File: src/rtl/sayeh_fetch_sequencer_pkg.sv
`default_nettype none
// ============================================================================
// Module   : sayeh_fetch_sequencer_pkg
// Purpose  : Shared definitions for the SAYEH fetch sequencer: FSM state
//            encoding, instruction class codes, PC-source select bundle and
//            the class-to-select decode used in both EXEC and SHADOW.
// Ports    : none (package)
// Revision : 1.0 - initial release
// ============================================================================
package sayeh_fetch_sequencer_pkg;

   localparam int c_cls_w = 3;

   // Sequencer states, explicit 3-bit encoding
   typedef enum logic [2:0] {
      ST_RST    = 3'd0,
      ST_FETCH  = 3'd1,
      ST_LOAD   = 3'd2,
      ST_EXEC   = 3'd3,
      ST_SHADOW = 3'd4,
      ST_HALT   = 3'd5
   } state_t;

   // Instruction class codes delivered by the decoder
   localparam logic [c_cls_w-1:0] c_cls_seq  = 3'b000;
   localparam logic [c_cls_w-1:0] c_cls_brz  = 3'b001;
   localparam logic [c_cls_w-1:0] c_cls_brc  = 3'b010;
   localparam logic [c_cls_w-1:0] c_cls_jpr  = 3'b011;
   localparam logic [c_cls_w-1:0] c_cls_jpa  = 3'b100;
   localparam logic [c_cls_w-1:0] c_cls_halt = 3'b101;
   localparam logic [c_cls_w-1:0] c_cls_nop  = 3'b110;
   localparam logic [c_cls_w-1:0] c_cls_rsvd = 3'b111;

   // One-hot PC-source select bundle; all zero means "hold PC"
   typedef struct packed {
      logic resetpc;
      logic pcplusi;
      logic pcplus1;
      logic iplus0;
      logic rplus0;
   } pc_sel_t;

   localparam pc_sel_t c_sel_none = '0;

   // Select for one instruction half. HALT yields no select at all.
   function automatic pc_sel_t class_select(input logic [c_cls_w-1:0] cls,
                                            input logic               zflag,
                                            input logic               cflag);
      pc_sel_t sel;
      sel = c_sel_none;
      case (cls)
         c_cls_brz:  if (zflag) sel.pcplusi = 1'b1; else sel.pcplus1 = 1'b1;
         c_cls_brc:  if (cflag) sel.pcplusi = 1'b1; else sel.pcplus1 = 1'b1;
         c_cls_jpr:  sel.rplus0 = 1'b1;
         c_cls_jpa:  sel.iplus0 = 1'b1;
         c_cls_halt: sel = c_sel_none;
         default:    sel.pcplus1 = 1'b1;   // SEQ, NOP, reserved
      endcase
      return sel;
   endfunction

   // Classes that never redirect the PC; only these let a short
   // instruction fall through to its low byte.
   function automatic logic is_inline_class(input logic [c_cls_w-1:0] cls);
      return (cls == c_cls_seq) || (cls == c_cls_nop) || (cls == c_cls_rsvd);
   endfunction

endpackage
`default_nettype wire

File: src/rtl/sayeh_fetch_sequencer_if.sv
`default_nettype none
// ============================================================================
// Module   : sayeh_fetch_sequencer_if
// Purpose  : Bundles the sequencer's memory handshake, decoder inputs and
//            address-path control outputs.
// Ports    : master - sequencer side (drives ReadMem/IRload/selects/status)
//            slave  - memory/decoder/address-path side
// Revision : 1.0 - initial release
// ============================================================================
interface sayeh_fetch_sequencer_if;
   import sayeh_fetch_sequencer_pkg::*;

   // Inputs to the sequencer
   logic               MemDataReady;
   logic [c_cls_w-1:0] InstClass;
   logic               ShortInst;
   logic               Zflag;
   logic               Cflag;

   // Outputs from the sequencer
   logic ReadMem;
   logic IRload;
   logic EnablePC;
   logic ResetPC;
   logic PCplusI;
   logic PCplus1;
   logic Iplus0;
   logic Rplus0;
   logic Shadow;
   logic Halted;
   logic MemFault;
   logic IllegalOp;

   modport master (
      input  MemDataReady, InstClass, ShortInst, Zflag, Cflag,
      output ReadMem, IRload, EnablePC, ResetPC, PCplusI, PCplus1,
             Iplus0, Rplus0, Shadow, Halted, MemFault, IllegalOp
   );

   modport slave (
      output MemDataReady, InstClass, ShortInst, Zflag, Cflag,
      input  ReadMem, IRload, EnablePC, ResetPC, PCplusI, PCplus1,
             Iplus0, Rplus0, Shadow, Halted, MemFault, IllegalOp
   );

endinterface
`default_nettype wire

File: src/rtl/sayeh_fetch_sequencer_mem_wait_timer.sv
`default_nettype none
// ============================================================================
// Module   : sayeh_fetch_sequencer_mem_wait_timer
// Purpose  : Counts cycles spent waiting for an instruction word.
// Ports    : clk, rst     - clock, synchronous active-high reset
//            i_clr        - clear counter (wins over i_en)
//            i_en         - count this cycle
//            o_expired    - this enabled cycle is the MEM_WAIT_MAX-th one
// Revision : 1.0 - initial release
// ============================================================================
module sayeh_fetch_sequencer_mem_wait_timer #(
   parameter int MEM_WAIT_MAX = 15,
   parameter int WAIT_W       = 4
) (
   input  wire logic clk,
   input  wire logic rst,
   input  wire logic i_clr,
   input  wire logic i_en,
   output logic      o_expired
);

   // Count value held during the last permitted wait cycle
   localparam logic [WAIT_W-1:0] c_last = WAIT_W'(MEM_WAIT_MAX - 1);

   logic [WAIT_W-1:0] r_count;

   always_ff @(posedge clk) begin
      if (rst || i_clr) begin
         r_count <= '0;
      end else if (i_en) begin
         r_count <= r_count + 1'b1;
      end
   end

   // Flags the cycle whose increment would make the count reach MEM_WAIT_MAX
   assign o_expired = i_en && (r_count == c_last);

endmodule
`default_nettype wire

File: src/rtl/sayeh_fetch_sequencer.sv
`default_nettype none
// ============================================================================
// Module   : sayeh_fetch_sequencer
// Purpose  : SAYEH fetch/load/execute control. Runs the memory read
//            handshake, resolves branches, sequences the low byte of short
//            instructions, and handles HALT and memory-wait timeout.
// Ports    : clk           - system clock
//            ExternalReset - synchronous active-high reset
//            bus           - sayeh_fetch_sequencer_if.master (handshake,
//                            decoder inputs, PC-source selects, status)
// Revision : 1.0 - initial release
// ============================================================================
module sayeh_fetch_sequencer
   import sayeh_fetch_sequencer_pkg::*;
#(
   parameter int MEM_WAIT_MAX = 15,
   parameter int WAIT_W       = 4
) (
   input  wire logic                 clk,
   input  wire logic                 ExternalReset,
   sayeh_fetch_sequencer_if.master   bus
);

   state_t  r_state;
   state_t  w_next;
   logic    r_mem_fault;

   logic    w_tmr_clr;
   logic    w_tmr_en;
   logic    w_expired;
   logic    w_timeout;

   pc_sel_t w_cls_sel;
   pc_sel_t w_sel;
   logic    w_readmem;
   logic    w_irload;
   logic    w_enablepc;
   logic    w_shadow;
   logic    w_halted;
   logic    w_illegal;

   // ------------------------------------------------------------------
   // Memory wait timer: runs only while fetching and not yet served
   // ------------------------------------------------------------------
   assign w_tmr_en  = (r_state == ST_FETCH);
   assign w_tmr_clr = (r_state != ST_FETCH) || bus.MemDataReady;

   sayeh_fetch_sequencer_mem_wait_timer #(
      .MEM_WAIT_MAX (MEM_WAIT_MAX),
      .WAIT_W       (WAIT_W)
   ) u_wait_timer (
      .clk       (clk),
      .rst       (ExternalReset),
      .i_clr     (w_tmr_clr),
      .i_en      (w_tmr_en),
      .o_expired (w_expired)
   );

   // A ready on the expiry cycle is still accepted
   assign w_timeout = (r_state == ST_FETCH) && !bus.MemDataReady && w_expired;

   assign w_cls_sel = class_select(bus.InstClass, bus.Zflag, bus.Cflag);

   // ------------------------------------------------------------------
   // State and sticky fault register
   // ------------------------------------------------------------------
   always_ff @(posedge clk) begin
      if (ExternalReset) begin
         r_state     <= ST_RST;
         r_mem_fault <= 1'b0;
      end else begin
         r_state <= w_next;
         if (r_state == ST_RST) begin
            r_mem_fault <= 1'b0;
         end else if (w_timeout) begin
            r_mem_fault <= 1'b1;
         end
      end
   end

   // ------------------------------------------------------------------
   // Next state and output decode
   // ------------------------------------------------------------------
   always_comb begin
      w_next     = r_state;
      w_sel      = c_sel_none;
      w_readmem  = 1'b0;
      w_irload   = 1'b0;
      w_enablepc = 1'b0;
      w_shadow   = 1'b0;
      w_halted   = 1'b0;
      w_illegal  = 1'b0;

      case (r_state)
         ST_RST: begin
            w_sel.resetpc = 1'b1;
            w_enablepc    = 1'b1;
            w_next        = ST_FETCH;
         end

         ST_FETCH: begin
            w_readmem = 1'b1;
            if (bus.MemDataReady) begin
               w_next = ST_LOAD;
            end else if (w_timeout) begin
               w_next = ST_HALT;
            end
         end

         ST_LOAD: begin
            w_irload = 1'b1;
            w_next   = ST_EXEC;
         end

         ST_EXEC: begin
            w_illegal = (bus.InstClass == c_cls_rsvd);
            if (bus.InstClass == c_cls_halt) begin
               w_next = ST_HALT;
            end else if (bus.ShortInst && is_inline_class(bus.InstClass)) begin
               // PC is held so the low byte of the same word runs next
               w_next = ST_SHADOW;
            end else begin
               w_sel      = w_cls_sel;
               w_enablepc = 1'b1;
               w_next     = ST_FETCH;
            end
         end

         ST_SHADOW: begin
            w_shadow  = 1'b1;
            w_illegal = (bus.InstClass == c_cls_rsvd);
            if (bus.InstClass == c_cls_halt) begin
               w_next = ST_HALT;
            end else begin
               w_sel      = w_cls_sel;
               w_enablepc = 1'b1;
               w_next     = ST_FETCH;
            end
         end

         ST_HALT: begin
            w_halted = 1'b1;
            w_next   = ST_HALT;
         end

         default: begin
            w_next = ST_RST;
         end
      endcase
   end

   assign bus.ReadMem   = w_readmem;
   assign bus.IRload    = w_irload;
   assign bus.EnablePC  = w_enablepc;
   assign bus.ResetPC   = w_sel.resetpc;
   assign bus.PCplusI   = w_sel.pcplusi;
   assign bus.PCplus1   = w_sel.pcplus1;
   assign bus.Iplus0    = w_sel.iplus0;
   assign bus.Rplus0    = w_sel.rplus0;
   assign bus.Shadow    = w_shadow;
   assign bus.Halted    = w_halted;
   assign bus.MemFault  = r_mem_fault;
   assign bus.IllegalOp = w_illegal;

endmodule
`default_nettype wire

File: src/flat_wrapper.sv
// flat-port wrapper written by rule: the top's interface ports become plain ports
module sayeh_fetch_sequencer_flat import sayeh_fetch_sequencer_pkg::*;
#(
   parameter int MEM_WAIT_MAX = 15,
   parameter int WAIT_W       = 4
)
  (clk, ExternalReset, bus_MemDataReady, bus_InstClass, bus_ShortInst, bus_Zflag, bus_Cflag, bus_ReadMem, bus_IRload, bus_EnablePC, bus_ResetPC, bus_PCplusI, bus_PCplus1, bus_Iplus0, bus_Rplus0, bus_Shadow, bus_Halted, bus_MemFault, bus_IllegalOp);
  sayeh_fetch_sequencer_if bus_i ();
  input  wire logic clk;
  input  wire logic ExternalReset;
  input wire logic [$bits(bus_i.MemDataReady)-1:0] bus_MemDataReady;
  input wire logic [$bits(bus_i.InstClass)-1:0] bus_InstClass;
  input wire logic [$bits(bus_i.ShortInst)-1:0] bus_ShortInst;
  input wire logic [$bits(bus_i.Zflag)-1:0] bus_Zflag;
  input wire logic [$bits(bus_i.Cflag)-1:0] bus_Cflag;
  output wire logic [$bits(bus_i.ReadMem)-1:0] bus_ReadMem;
  output wire logic [$bits(bus_i.IRload)-1:0] bus_IRload;
  output wire logic [$bits(bus_i.EnablePC)-1:0] bus_EnablePC;
  output wire logic [$bits(bus_i.ResetPC)-1:0] bus_ResetPC;
  output wire logic [$bits(bus_i.PCplusI)-1:0] bus_PCplusI;
  output wire logic [$bits(bus_i.PCplus1)-1:0] bus_PCplus1;
  output wire logic [$bits(bus_i.Iplus0)-1:0] bus_Iplus0;
  output wire logic [$bits(bus_i.Rplus0)-1:0] bus_Rplus0;
  output wire logic [$bits(bus_i.Shadow)-1:0] bus_Shadow;
  output wire logic [$bits(bus_i.Halted)-1:0] bus_Halted;
  output wire logic [$bits(bus_i.MemFault)-1:0] bus_MemFault;
  output wire logic [$bits(bus_i.IllegalOp)-1:0] bus_IllegalOp;
  assign bus_i.MemDataReady = bus_MemDataReady;
  assign bus_i.InstClass = bus_InstClass;
  assign bus_i.ShortInst = bus_ShortInst;
  assign bus_i.Zflag = bus_Zflag;
  assign bus_i.Cflag = bus_Cflag;
  assign bus_ReadMem = bus_i.ReadMem;
  assign bus_IRload = bus_i.IRload;
  assign bus_EnablePC = bus_i.EnablePC;
  assign bus_ResetPC = bus_i.ResetPC;
  assign bus_PCplusI = bus_i.PCplusI;
  assign bus_PCplus1 = bus_i.PCplus1;
  assign bus_Iplus0 = bus_i.Iplus0;
  assign bus_Rplus0 = bus_i.Rplus0;
  assign bus_Shadow = bus_i.Shadow;
  assign bus_Halted = bus_i.Halted;
  assign bus_MemFault = bus_i.MemFault;
  assign bus_IllegalOp = bus_i.IllegalOp;
  sayeh_fetch_sequencer #(.MEM_WAIT_MAX(MEM_WAIT_MAX), .WAIT_W(WAIT_W)) u_core (.clk(clk), .ExternalReset(ExternalReset), .bus(bus_i));
endmodule
File: config.mk
export PLATFORM = sky130hd
export DESIGN_NAME = sayeh_fetch_sequencer_flat
export DESIGN_NICKNAME = d
export VERILOG_FILES = /design/src/rtl/sayeh_fetch_sequencer_pkg.sv /design/src/rtl/sayeh_fetch_sequencer_if.sv /design/src/rtl/sayeh_fetch_sequencer_mem_wait_timer.sv /design/src/rtl/sayeh_fetch_sequencer.sv /design/src/flat_wrapper.sv
export SDC_FILE = /design/constraint.sdc
export NUM_CORES = 1
export LEC_CHECK = 0
export ABC_AREA = 1
export CORE_AREA = 3 3 42 44
export CTS_CLUSTER_SIZE = 10
export DETAILED_ROUTE_END_ITERATION = 12
export DIE_AREA = 0 0 45 47
export PLACE_DENSITY = 0.74
export SETUP_SLACK_MARGIN = 0.1
export SYNTH_ARGS = -nofsm -noshare
export SYNTH_HDL_FRONTEND = slang
export SYNTH_SLANG_ARGS = --single-unit
File: constraint.sdc
create_clock -name clk -period 1.2 [get_ports clk]
set_input_delay 0.24 -clock clk [delete_from_list [all_inputs] [get_ports clk]]
set_output_delay 0.24 -clock clk [all_outputs]
set_load 0.01 [all_outputs]
==> qor.csv, run 1 <==
metric;value;unit
Crit path largest cell delay;0.50;ns
Hold WS;0.454;ns
Core Box Area;1470;um2
first-pass GRT wire length;3260;um
# setup viols final;12;
Cells after DPL;153;
Std-Cell Rows;14;
gr usage total;21.3;%
Worst Path Buf+Inv;3;
clock period minus worst slack;1.51;ns
Leak;0.000566;uW
post-route ant nets;0;
Skew-Pair Late Insertion Delay;0.25;ns
VDD IR-drop max;0.000605;V
Synth Warn #;0;
Area growth syn-to-layout;95.5;%
Die Ht;47;um
critical path peak fanout;2;
Synth Instances;96;
DR vias;831;
nets@finish;158;
initial core utilization;41.8;%
mux cell area share after synthesis;0;%
Slew headroom;82.7;%
final std cells w/o fill;161;
Pins Over Slew Limit;0;
status;finished, violations left;
Worst Path Required;0.96;ns
max_cap viols;0;
Post-Synthesis Net Count;107;
vias in the first global route;770;
CP delay by family, top;buffers and inverters;
synth unique cells;22;
Setup Skew;0.00598;ns
worst-margin pin slew;0.259;ns
syn_area_per_cell;6.41;um2
DR iter-0 viols;11;
die width;45;um
Via-to-Cell Ratio;5.16;
gp weighted congestion;0.875;
clock sinks;8;
synthesized flop and latch total;8;
CP cell instances;clkdlybuf4s50_1, inv_1, nand3_1, nand2_1, nor2_2, a21oi_2, buf_2;
Crit Path Class;input pin to output pin;
Final WS setup;-0.308;ns
Worst-path clk slew;0.05;ns
Setup crit end kind;output pin;
failing checks;negative setup slack;
clk root buf;clkbuf_4;
Post-CTS Hold Fix Bufs;0;
total gr overflow;0;
Synth Area in XOR/XNOR;1.42;%
Reg2Reg Setup Slack;-0.03;ns
CTS buffer count;3;
layout cells sized above 1;62.8;%
Clock Path Buffers;2;
Worst EP arrival;1.27;ns
CTS tree;done;
main combinational cell family by area after synthesis;simple AND/OR/NAND/NOR gates;
full die area;2120;um2
CP max stage cell;clkdlybuf4s50_1;
Post-Route WL;2330;um
Synth Area in Compound Gates;12.4;%
sequential area share after synthesis;26.0;%
Power Total;1000;uW
I/O pins;21;
largest net degree at the start of global routing;7;
DRC violations left;0;
initial antenna violation count;0;
port bufs;20;
Post-Synth Simple-Gate Area;44.5;%
Pwr per Cell Area;833;nW/um2
fmax;663;MHz
Synth Cell Area;616;um2
Wirelength per Cell;14.5;um
H-tree Lvls;1;
RSZ-0062 raised after global routing;yes;
Inserted Diodes;0;
HP Class;flip-flop to flip-flop;
Post-DP HPWL;1490;um
Filler cells;95;
post-route fraction of the period consumed by the critical path;126;%
post-synthesis adder-cell area fraction;4.07;%
Hold Fails Final Rpt;0;
pre-CTS setup slack;-0.916;ns
critical path startpoint category;input pin;
Pre-antenna DRT Iters;4;
[final timing paths]
| check | startpoint | cells past startpoint | to |
|---|---|---|---|
| hold / removal | u_core.u_wait_timer.r_count[0] | 1 | u_core.u_wait_timer.r_count[0] |
| setup reg to reg | u_core.r_state[0] | 9 | u_core.r_state[2] |
| setup / recovery | bus_Zflag | 7 | bus_PCplus1 |
| hold reg to reg | u_core.u_wait_timer.r_count[0] | 1 | u_core.u_wait_timer.r_count[0] |
[layout make-up]
class	instances	area, um2	area share [%]
Clock buffer	3	22.5	1.87
Tap cell	16	20.0	1.66
Multi-Input combinational cell	69	543	45.1
Inverter	19	78.8	6.55
Timing Repair Buffer	46	367	30.5
Sequential cell	8	173	14.3
[per-stage QoR]
stage               setup TNS, ns  instance area (um2)  util [%]
finish                      -2.30                 1200      81.8
global route                -3.03                 1200      81.8
CTS                         -2.22                 1150      77.9
detailed placement          -7.41                 1030      70.2
global placement            -6.97                 1030      70.2
floorplan                       0                  656         -
[metal layers]
metal / GRT usage [%] / routed length (um)
met5: 0 / 0
met3: 1.53 / 90
met4: 8.77 / 81
met2: 42.9 / 1290
met1: 22.3 / 870
[synth_stat cells, drive strengths merged]
cell / n / area (um2)
a21boi: 1 / 7.51
a21oi: 7 / 35.0
a22oi: 1 / 7.51
dfxtp: 8 / 160
ha: 2 / 25.0
inv: 19 / 71.3
nand2: 19 / 78.8
nand3: 11 / 72.6
nand4: 3 / 18.8
nor2: 14 / 67.6
nor3: 5 / 30.0
o21ai: 3 / 18.8
o21bai: 1 / 7.51
or2: 1 / 6.26
xor2: 1 / 8.76
[worst reg2reg max path, delay by kind of cell, from the launching register on]
| kind | cells | cell delay [ns] |
|---|---|---|
| buffers and inverters | 4 | 0.40 |
| flip-flops | 1 | 0.38 |
| AND/OR/NAND/NOR | 5 | 0.37 |
[cell families after synthesis]
kind of cell               count (synthesis)
DFF                                        8
adders and majority gates                  2
and+or+nand+nor                           53
AOI/OAI and AO/OA                         13
xor gates and xnor gates                   1
buffers and inverters                     19
[cells in the final DEF (no fill, tap or decap), drive strengths merged]
cell type,count
clkbuf,4
clkdlybuf4s15,3
nand4,3
nand3,11
nor3,5
a21oi,7
a22oi,1
nand2,19
dfxtp,8
a21boi,1
xor2,1
ha,2
or2,1
inv,19
dlygate4sd2,1
nor2,14
o21bai,1
buf,37
clkdlybuf4s50,4
o21ai,3
[repair_timing]
item                       in CTS  in global routing
hold endpoints to repair        0                  0
gates resized for setup        90                 19
pin swaps                       8                  7
setup endpoints to repair      20                 20
buffers inserted                7                  2
[power by group]
| group | total (uW) | internal (uW) | switching, uW |
|---|---|---|---|
| Combinational | 495 | 238 | 257 |
| Sequential | 307 | 282 | 25.1 |
| Clock | 202 | 114 | 87.4 |
[sequential cells by signal (all words and copies together), names as in the netlist]
signal                       count
u_core.bus.MemFault              1
u_core.r_state                   3
u_core.u_wait_timer.r_count      4
No activity file was read; power rests on OpenSTA's default activity.
==> run 2, diff against run 1 <==
--- a/config.mk
+++ b/config.mk
@@ -6,6 +6,7 @@
 export NUM_CORES = 1
 export LEC_CHECK = 0
 export ABC_AREA = 1
+export ABC_CLOCK_PERIOD_IN_PS = 1200
 export CORE_AREA = 3 3 42 44
 export CTS_CLUSTER_SIZE = 10
 export DETAILED_ROUTE_END_ITERATION = 12
==> results of run 2 <==
Final layout, timing and power as in run 1 (identical DEF).
==> run 3, diff against run 2 <==
--- a/config.mk
+++ b/config.mk
@@ -8,6 +8,7 @@
 export ABC_AREA = 1
 export ABC_CLOCK_PERIOD_IN_PS = 1200
 export CORE_AREA = 3 3 42 44
+export CTS_BUF_LIST = sky130_fd_sc_hd__clkbuf_4 sky130_fd_sc_hd__clkbuf_8 sky130_fd_sc_hd__clkbuf_16
 export CTS_CLUSTER_SIZE = 10
 export DETAILED_ROUTE_END_ITERATION = 12
 export DIE_AREA = 0 0 45 47
==> results of run 3 <==
Final layout, timing and power as in run 1 (identical DEF).
